`src/rtl/sync_fifo_pkg.sv`:
```
// Shared width helpers and output-mode encoding for the flagged sync FIFO.
package sync_fifo_pkg;

  // Output mode encoding for the FWFT parameter.
  localparam int FWFT_OFF = 0;  // registered read, 1-cycle latency
  localparam int FWFT_ON  = 1;  // first-word-fall-through

  // Ceiling log2, evaluated at elaboration time.
  function automatic int ceil_log2(input int n);
    int r;
    r = 0;
    for (int i = 0; i < 32; i++)
      if ((1 << r) < n) r++;
    return r;
  endfunction

  // Pointer width: a single-bit pointer is still needed when DEPTH <= 2.
  function automatic int ptr_width(input int depth);
    int w;
    w = ceil_log2(depth);
    return (w < 1) ? 1 : w;
  endfunction

  // Occupancy counter must represent 0..DEPTH inclusive.
  function automatic int cnt_width(input int depth);
    return ceil_log2(depth + 1);
  endfunction

endpackage

```
`src/rtl/fifo_ptr_wrap.sv`:
```
// Modulo-DEPTH pointer. Wraps explicitly at DEPTH-1 so non-power-of-two
// depths never produce an out-of-range index.
module fifo_ptr_wrap
  import sync_fifo_pkg::*;
#(
  parameter int DEPTH = 7,
  localparam int PTR_W = ptr_width(DEPTH)
) (
  input  logic             clk,
  input  logic             rst,
  input  logic             inc,
  output logic [PTR_W-1:0] ptr
);

  localparam logic [PTR_W-1:0] LAST = PTR_W'(DEPTH - 1);

  // Advance on inc, folding DEPTH-1 back to 0.
  always_ff @(posedge clk) begin
    if (rst)
      ptr <= '0;
    else if (inc)
      ptr <= (ptr == LAST) ? '0 : ptr + 1'b1;
  end

endmodule

```
`src/rtl/sync_fifo_flags.sv`:
```
// Single-clock FIFO with occupancy count, watermark flags and sticky
// overflow/underflow. FWFT selects registered or fall-through output.
module sync_fifo_flags
  import sync_fifo_pkg::*;
#(
  parameter int DATA_WIDTH    = 8,
  parameter int DEPTH         = 7,
  parameter int AFULL_THRESH  = DEPTH - 2,
  parameter int AEMPTY_THRESH = 1,
  parameter int FWFT          = FWFT_OFF,
  localparam int PTR_W = ptr_width(DEPTH),
  localparam int CNT_W = cnt_width(DEPTH)
) (
  input  logic                  clk,
  input  logic                  rst,
  input  logic                  wr_en,
  input  logic [DATA_WIDTH-1:0] data_in,
  input  logic                  rd_en,
  output logic [DATA_WIDTH-1:0] data_out,
  output logic                  data_valid,
  output logic                  full,
  output logic                  empty,
  output logic                  almost_full,
  output logic                  almost_empty,
  output logic [CNT_W-1:0]      count,
  output logic                  overflow,
  output logic                  underflow,
  input  logic                  clr_err
);

  localparam logic [CNT_W-1:0] CNT_MAX = CNT_W'(DEPTH);
  localparam logic [CNT_W-1:0] AF_TH   = CNT_W'(AFULL_THRESH);
  localparam logic [CNT_W-1:0] AE_TH   = CNT_W'(AEMPTY_THRESH);

  logic [DATA_WIDTH-1:0] mem [DEPTH];
  logic [PTR_W-1:0]      wr_ptr, rd_ptr;
  logic                  rd_acc, wr_acc;

  // Flags are pure decodes of the registered count.
  assign full         = (count == CNT_MAX);
  assign empty        = (count == '0);
  assign almost_full  = (count >= AF_TH);
  assign almost_empty = (count <= AE_TH);

  // A read on a full FIFO frees the slot the concurrent write needs.
  assign rd_acc = rd_en & ~empty;
  assign wr_acc = wr_en & (~full | rd_acc);

  fifo_ptr_wrap #(.DEPTH(DEPTH)) u_wr_ptr (
    .clk (clk),
    .rst (rst),
    .inc (wr_acc),
    .ptr (wr_ptr)
  );

  fifo_ptr_wrap #(.DEPTH(DEPTH)) u_rd_ptr (
    .clk (clk),
    .rst (rst),
    .inc (rd_acc),
    .ptr (rd_ptr)
  );

  // Storage: written only on an accepted write; contents survive reset.
  always_ff @(posedge clk) begin
    if (wr_acc)
      mem[wr_ptr] <= data_in;
  end

  // Occupancy: +1 write only, -1 read only, unchanged otherwise.
  always_ff @(posedge clk) begin
    if (rst)
      count <= '0;
    else begin
      case ({wr_acc, rd_acc})
        2'b10:   count <= count + 1'b1;
        2'b01:   count <= count - 1'b1;
        default: count <= count;
      endcase
    end
  end

  // Sticky errors; a new error in the clear cycle keeps the flag set.
  always_ff @(posedge clk) begin
    if (rst) begin
      overflow  <= 1'b0;
      underflow <= 1'b0;
    end else begin
      if (wr_en & ~wr_acc) overflow <= 1'b1;
      else if (clr_err)    overflow <= 1'b0;
      if (rd_en & empty)   underflow <= 1'b1;
      else if (clr_err)    underflow <= 1'b0;
    end
  end

  generate
    if (FWFT == FWFT_ON) begin : g_fwft
      // Head word is always presented; rd_en pops it.
      assign data_out   = mem[rd_ptr];
      assign data_valid = ~empty;
    end else begin : g_std
      logic [DATA_WIDTH-1:0] data_q;
      logic                  valid_q;

      // Registered read: one-cycle valid pulse per accepted read.
      always_ff @(posedge clk) begin
        if (rst) begin
          data_q  <= '0;
          valid_q <= 1'b0;
        end else begin
          valid_q <= rd_acc;
          if (rd_acc)
            data_q <= mem[rd_ptr];
        end
      end

      assign data_out   = data_q;
      assign data_valid = valid_q;
    end
  endgenerate

endmodule
```
`config.mk`:
```
export PLATFORM = sky130hd
export DESIGN_NAME = sync_fifo_flags
export DESIGN_NICKNAME = d
export VERILOG_FILES = /design/src/rtl/sync_fifo_pkg.sv /design/src/rtl/fifo_ptr_wrap.sv /design/src/rtl/sync_fifo_flags.sv
export SDC_FILE = /design/constraint.sdc
export NUM_CORES = 1
export LEC_CHECK = 0
export CAP_MARGIN = 20
export CORE_MARGIN = 2
export CORE_UTILIZATION = 40
export CTS_BUF_LIST = sky130_fd_sc_hd__clkbuf_4 sky130_fd_sc_hd__clkbuf_8 sky130_fd_sc_hd__clkbuf_16
export CTS_CLUSTER_DIAMETER = 60
export DETAILED_ROUTE_END_ITERATION = 16
export SYNTH_ARGS = -nofsm -noshare
export SYNTH_HDL_FRONTEND = slang
export SYNTH_HIERARCHICAL = 1
export SYNTH_SLANG_ARGS = --single-unit
export TNS_END_PERCENT = 100
```
`constraint.sdc`:
```
create_clock -name clk -period 3.65 [get_ports clk]
set_clock_uncertainty 0.2 [all_clocks]
set_input_delay 0.9125 -clock clk [delete_from_list [all_inputs] [get_ports clk]]
set_output_delay 0.9125 -clock clk [all_outputs]
set_load 0.03 [all_outputs]
```
==> results.py <==
metrics = {
    "drt": {
        "ant_nets": 0,
        "iteration_0_drc_count_of_the_detailed_router": 171,
        "detail_route.wirelength_um": 5600,
        "detail_route.drc_violations": 0,
        "route.detailed.vias_per_inst": 5.01,
        "post_drt_wl_per_cell_um": 15.9,
        "detailroute.via_count": 1770,
        "first_pass_iters": 4,
    },
    "synthesis": {
        "post-synth-top-area-fraction_pct": 54.1,
        "synth_top_flop_cell": "sky130_fd_sc_hd__edfxtp_1",
        "ys_types": 34,
        "postSynth.asyncResetShare_pct": 0,
        "synth-compound-area-share_pct": 8.89,
        "synth.largest_area_cell": "sky130_fd_sc_hd__edfxtp_1",
        "post_synth_mux_area_share_pct": 9.42,
        "synth_xor_area_share_pct": 0.282,
        "yosys_warnings": 6,
        "synth_nets": 226,
        "synthesized_area_fraction_occupied_by_adder_cells_pct": 2.01,
        "ys_seq_elements": 76,
        "synthesis.area_sq_mm": 0.00311,
        "postSynthCellCount": 208,
        "synth-edff-count": 56,
        "ys_top_cells_by_area": "sky130_fd_sc_hd__edfxtp_1 (54%), sky130_fd_sc_hd__dfxtp_1 (13%), sky130_fd_sc_hd__mux4_1 (5.1%), sky130_fd_sc_hd__mux2i_1 (2.9%), sky130_fd_sc_hd__a311oi_1 (2.5%)",
        "main_combinational_cell_family_by_area_after_synthesis": "multiplexers",
        "postSynthAreaPerCell_sq_um": 14.9,
        "synth_simple_gate_area_share_pct": 9.22,
        "synth_seq_area_share_pct": 67.0,
    },
    "floorplan": {
        "pin_count": 31,
        "core_region_area_sq_mm": 0.00765,
        "die_width_um": 92.2,
        "die_h_um": 92.2,
        "die_footprint_sq_mm": 0.00849,
        "initial_utilization_pct": 40.7,
        "rows": 32,
    },
    "clocking": {
        "post_cts.repair.setup_buffers": 0,
        "clock_tree.root_cell": "sky130_fd_sc_hd__clkbuf_8",
        "tritoncts": "yes",
        "post_cts.resized_instances": 0,
        "clock_pin_slew_worst_setup_and_hold_paths_ns": 0.08,
        "holdBufCountCts": 0,
        "h-tree-depth": 3,
        "cts_buffers": 9,
        "clock_latency_ns": 0.34,
        "clockBufferDepth": 2,
        "cts.sinks": 76,
    },
    "sta": {
        "highest_clock_frequency_the_design_can_meet_mhz": 320,
        "setup_viol": 0,
        "report.final.hold_viol_count": 0,
        "final.setup.tns_ns": 0,
        "period_share_pct": 85.6,
        "worst-slew-pin-transition_ns": 0.962,
        "total_count_of_max_transition_violations_in_the_final_report": 0,
        "finalWorstPathRequiredPeriod_ns": 3.12,
        "relSlewSlack_pct": 35.8,
        "rsz0062_at_grt": "false",
    },
    "final_layout": {
        "final_common_cell": "sky130_fd_sc_hd__edfxtp_1",
        "area.growth.synth_to_final_pct": 21.1,
        "design.final.nets": 264,
        "fin_cells": 353,
        "drive_above_1_share_pct": 11.2,
        "insertedDiodeCount": 0,
        "layout.cells.most_common_list": "sky130_fd_sc_hd__edfxtp_1 (56), sky130_fd_sc_hd__clkdlybuf4s50_1 (30), sky130_fd_sc_hd__dfxtp_1 (20), sky130_fd_sc_hd__nor2_1 (19), sky130_fd_sc_hd__nand2_1 (13)",
    },
    "global_routing": {
        "grt_max_degree": 29,
        "first_pass_grt_wire_length_um": 9030,
        "overflow": 0,
        "grt_util_all_layers_pct": 14.3,
        "vias_in_the_first_global_route": 1709,
        "number_of_antenna_violations_at_the_first_check_in_global_routing": 0,
    },
    "power": {
        "cell_internal_pwr_mw": 1.60,
        "power.density_cell_area_mw_per_mm2": 565,
        "leakage_nw": 1.29,
        "share_seq_of_total_power_pct": 47.5,
        "swShare_pct": 24.8,
        "worst_ir_drop_vdd_uv": 286,
        "power.share.combinational_pct": 15.3,
        "power.clock.fraction_pct": 37.2,
        "p_sw_uw": 527,
    },
    "critical_path": {
        "cp_slowest_cell": "sky130_fd_sc_hd__clkdlybuf4s50_1",
        "cp-start-kind": "register",
        "timing.setup.critical_path_class": "reg2out",
        "worst_r2r_path_depth": 7,
        "most_used_cell_along_the_critical_path": "sky130_fd_sc_hd__ha_1",
        "timing.critical_path.to_type": "output pin",
        "crit_path_max_fanout": 8,
        "critical_path.cell_chain": "ha_1 > ha_1 > clkdlybuf4s50_1",
        "cp_slowest_stage_delay_ns": 0.72,
        "cp.arrival_ns": 2.01,
        "timing.critical_path.required_ns": 2.54,
        "worst-r2r-setup-slack_ns": 0.92,
    },
    "place": {
        "place.detailed.instances": 337,
        "gp_congestion": 0.781,
        "io_buffers": 30,
        "hpwl_um": 3660,
    },
    "outcome": {
        "run_status": "finished, final reports clean",
    },
    "worst_hold_path": {
        "hold_class": "reg2reg",
        "min_delay_path_depth": 2,
    },
    "flow_run": {
        "drv.max_cap_violation_count": 0,
    },
}
-- layer usage --
layer  up-vias  track usage (%)  wire [um]
met5         -                0          0
met4         0             4.85         72
li1        879                -          -
met2        37             21.7       2540
met1       846             19.4       2760
met3         8             4.85        229
-- cell usage after synthesis, types with 2 or more instances --
| master | number |
|---|---|
| sky130_fd_sc_hd__o211ai_1 | 8 |
| sky130_fd_sc_hd__edfxtp_1 | 56 |
| sky130_fd_sc_hd__inv_1 | 5 |
| sky130_fd_sc_hd__dfxtp_1 | 20 |
| sky130_fd_sc_hd__o211a_1 | 2 |
| sky130_fd_sc_hd__a311oi_2 | 2 |
| sky130_fd_sc_hd__a31oi_1 | 2 |
| sky130_fd_sc_hd__nand2b_1 | 12 |
| sky130_fd_sc_hd__nor2_1 | 19 |
| sky130_fd_sc_hd__nand3b_1 | 3 |
| sky130_fd_sc_hd__nor3_1 | 4 |
| sky130_fd_sc_hd__mux4_2 | 2 |
| sky130_fd_sc_hd__a21oi_1 | 5 |
| sky130_fd_sc_hd__nor3b_1 | 5 |
| sky130_fd_sc_hd__o21ai_0 | 2 |
| sky130_fd_sc_hd__nand2_1 | 13 |
| sky130_fd_sc_hd__mux4_1 | 6 |
| sky130_fd_sc_hd__clkbuf_1 | 3 |
| sky130_fd_sc_hd__mux2i_1 | 9 |
| sky130_fd_sc_hd__buf_4 | 4 |
| sky130_fd_sc_hd__a311oi_1 | 9 |
| sky130_fd_sc_hd__ha_1 | 5 |
-- state kept, by name, summed over array words and instances (netlist names) --
signal,flops
data_valid,1
u_rd_ptr/ptr,3
data_out,8
overflow,1
mem,56
u_wr_ptr/ptr,3
count,3
underflow,1
-- power by group through the flow --
stage	Combinational, mW	Clock, mW	Sequential [mW]
after floorplan	0.194	0	1.06
after global placement	0.326	0	1.03
after detailed placement	0.329	0	1.03
after CTS	0.329	0.805	1.01
after global routing	0.354	0.845	1.02
final	0.325	0.792	1.01
-- kinds of logic after synthesis --
logic type | after synthesis
DFF | 76
buffers and inverters | 16
and+or+nand+nor | 58
AOI/OAI and AO/OA | 35
xor gates and xnor gates | 1
muxes | 17
adders and majority gates | 5
-- path summary, 6_finish.rpt --
check                                 from                       end
setup / recovery     count[1]$_SDFFE_PP0P_                      full
setup reg to reg     count[1]$_SDFFE_PP0P_       mem[6][3]$_DFFE_PP_
hold reg to reg   data_out[0]$_SDFFE_PP0N_  data_out[0]$_SDFFE_PP0N_
hold / removal    data_out[0]$_SDFFE_PP0N_  data_out[0]$_SDFFE_PP0N_
-- critical path, delay by kind of cell (launching register included) --
| kind | cells | cell delay (ns) |
|---|---|---|
| fa+ha+maj | 2 | 0.49 |
| buf+inv | 1 | 0.72 |
| flops | 1 | 0.45 |
-- layout make-up --
class	instances	area [sq um]
inverters	6	22.5
clock inverters	5	108
multi-input cells	116	927
flip-flops and latches	76	2080
fillers	660	3880
well taps	102	128
repair buffers	37	353
clock buffers	11	145
-- through the flow --
step / worst slack (ns) / util, % / hold slack [ns] / instance area, sq um / total power, mW
after floorplan: 0.626 / - / 0.296 / 3110 / 1.25
after global placement: 0.590 / 45.9 / 0.281 / 3510 / 1.36
after detailed placement: 0.556 / 45.9 / 0.285 / 3510 / 1.36
after CTS: 0.515 / 49.2 / 0.304 / 3760 / 2.15
after global routing: 0.374 / 49.2 / 0.322 / 3760 / 2.22
final: 0.527 / 49.2 / 0.296 / 3760 / 2.13
(Power assumes the default switching activity.)
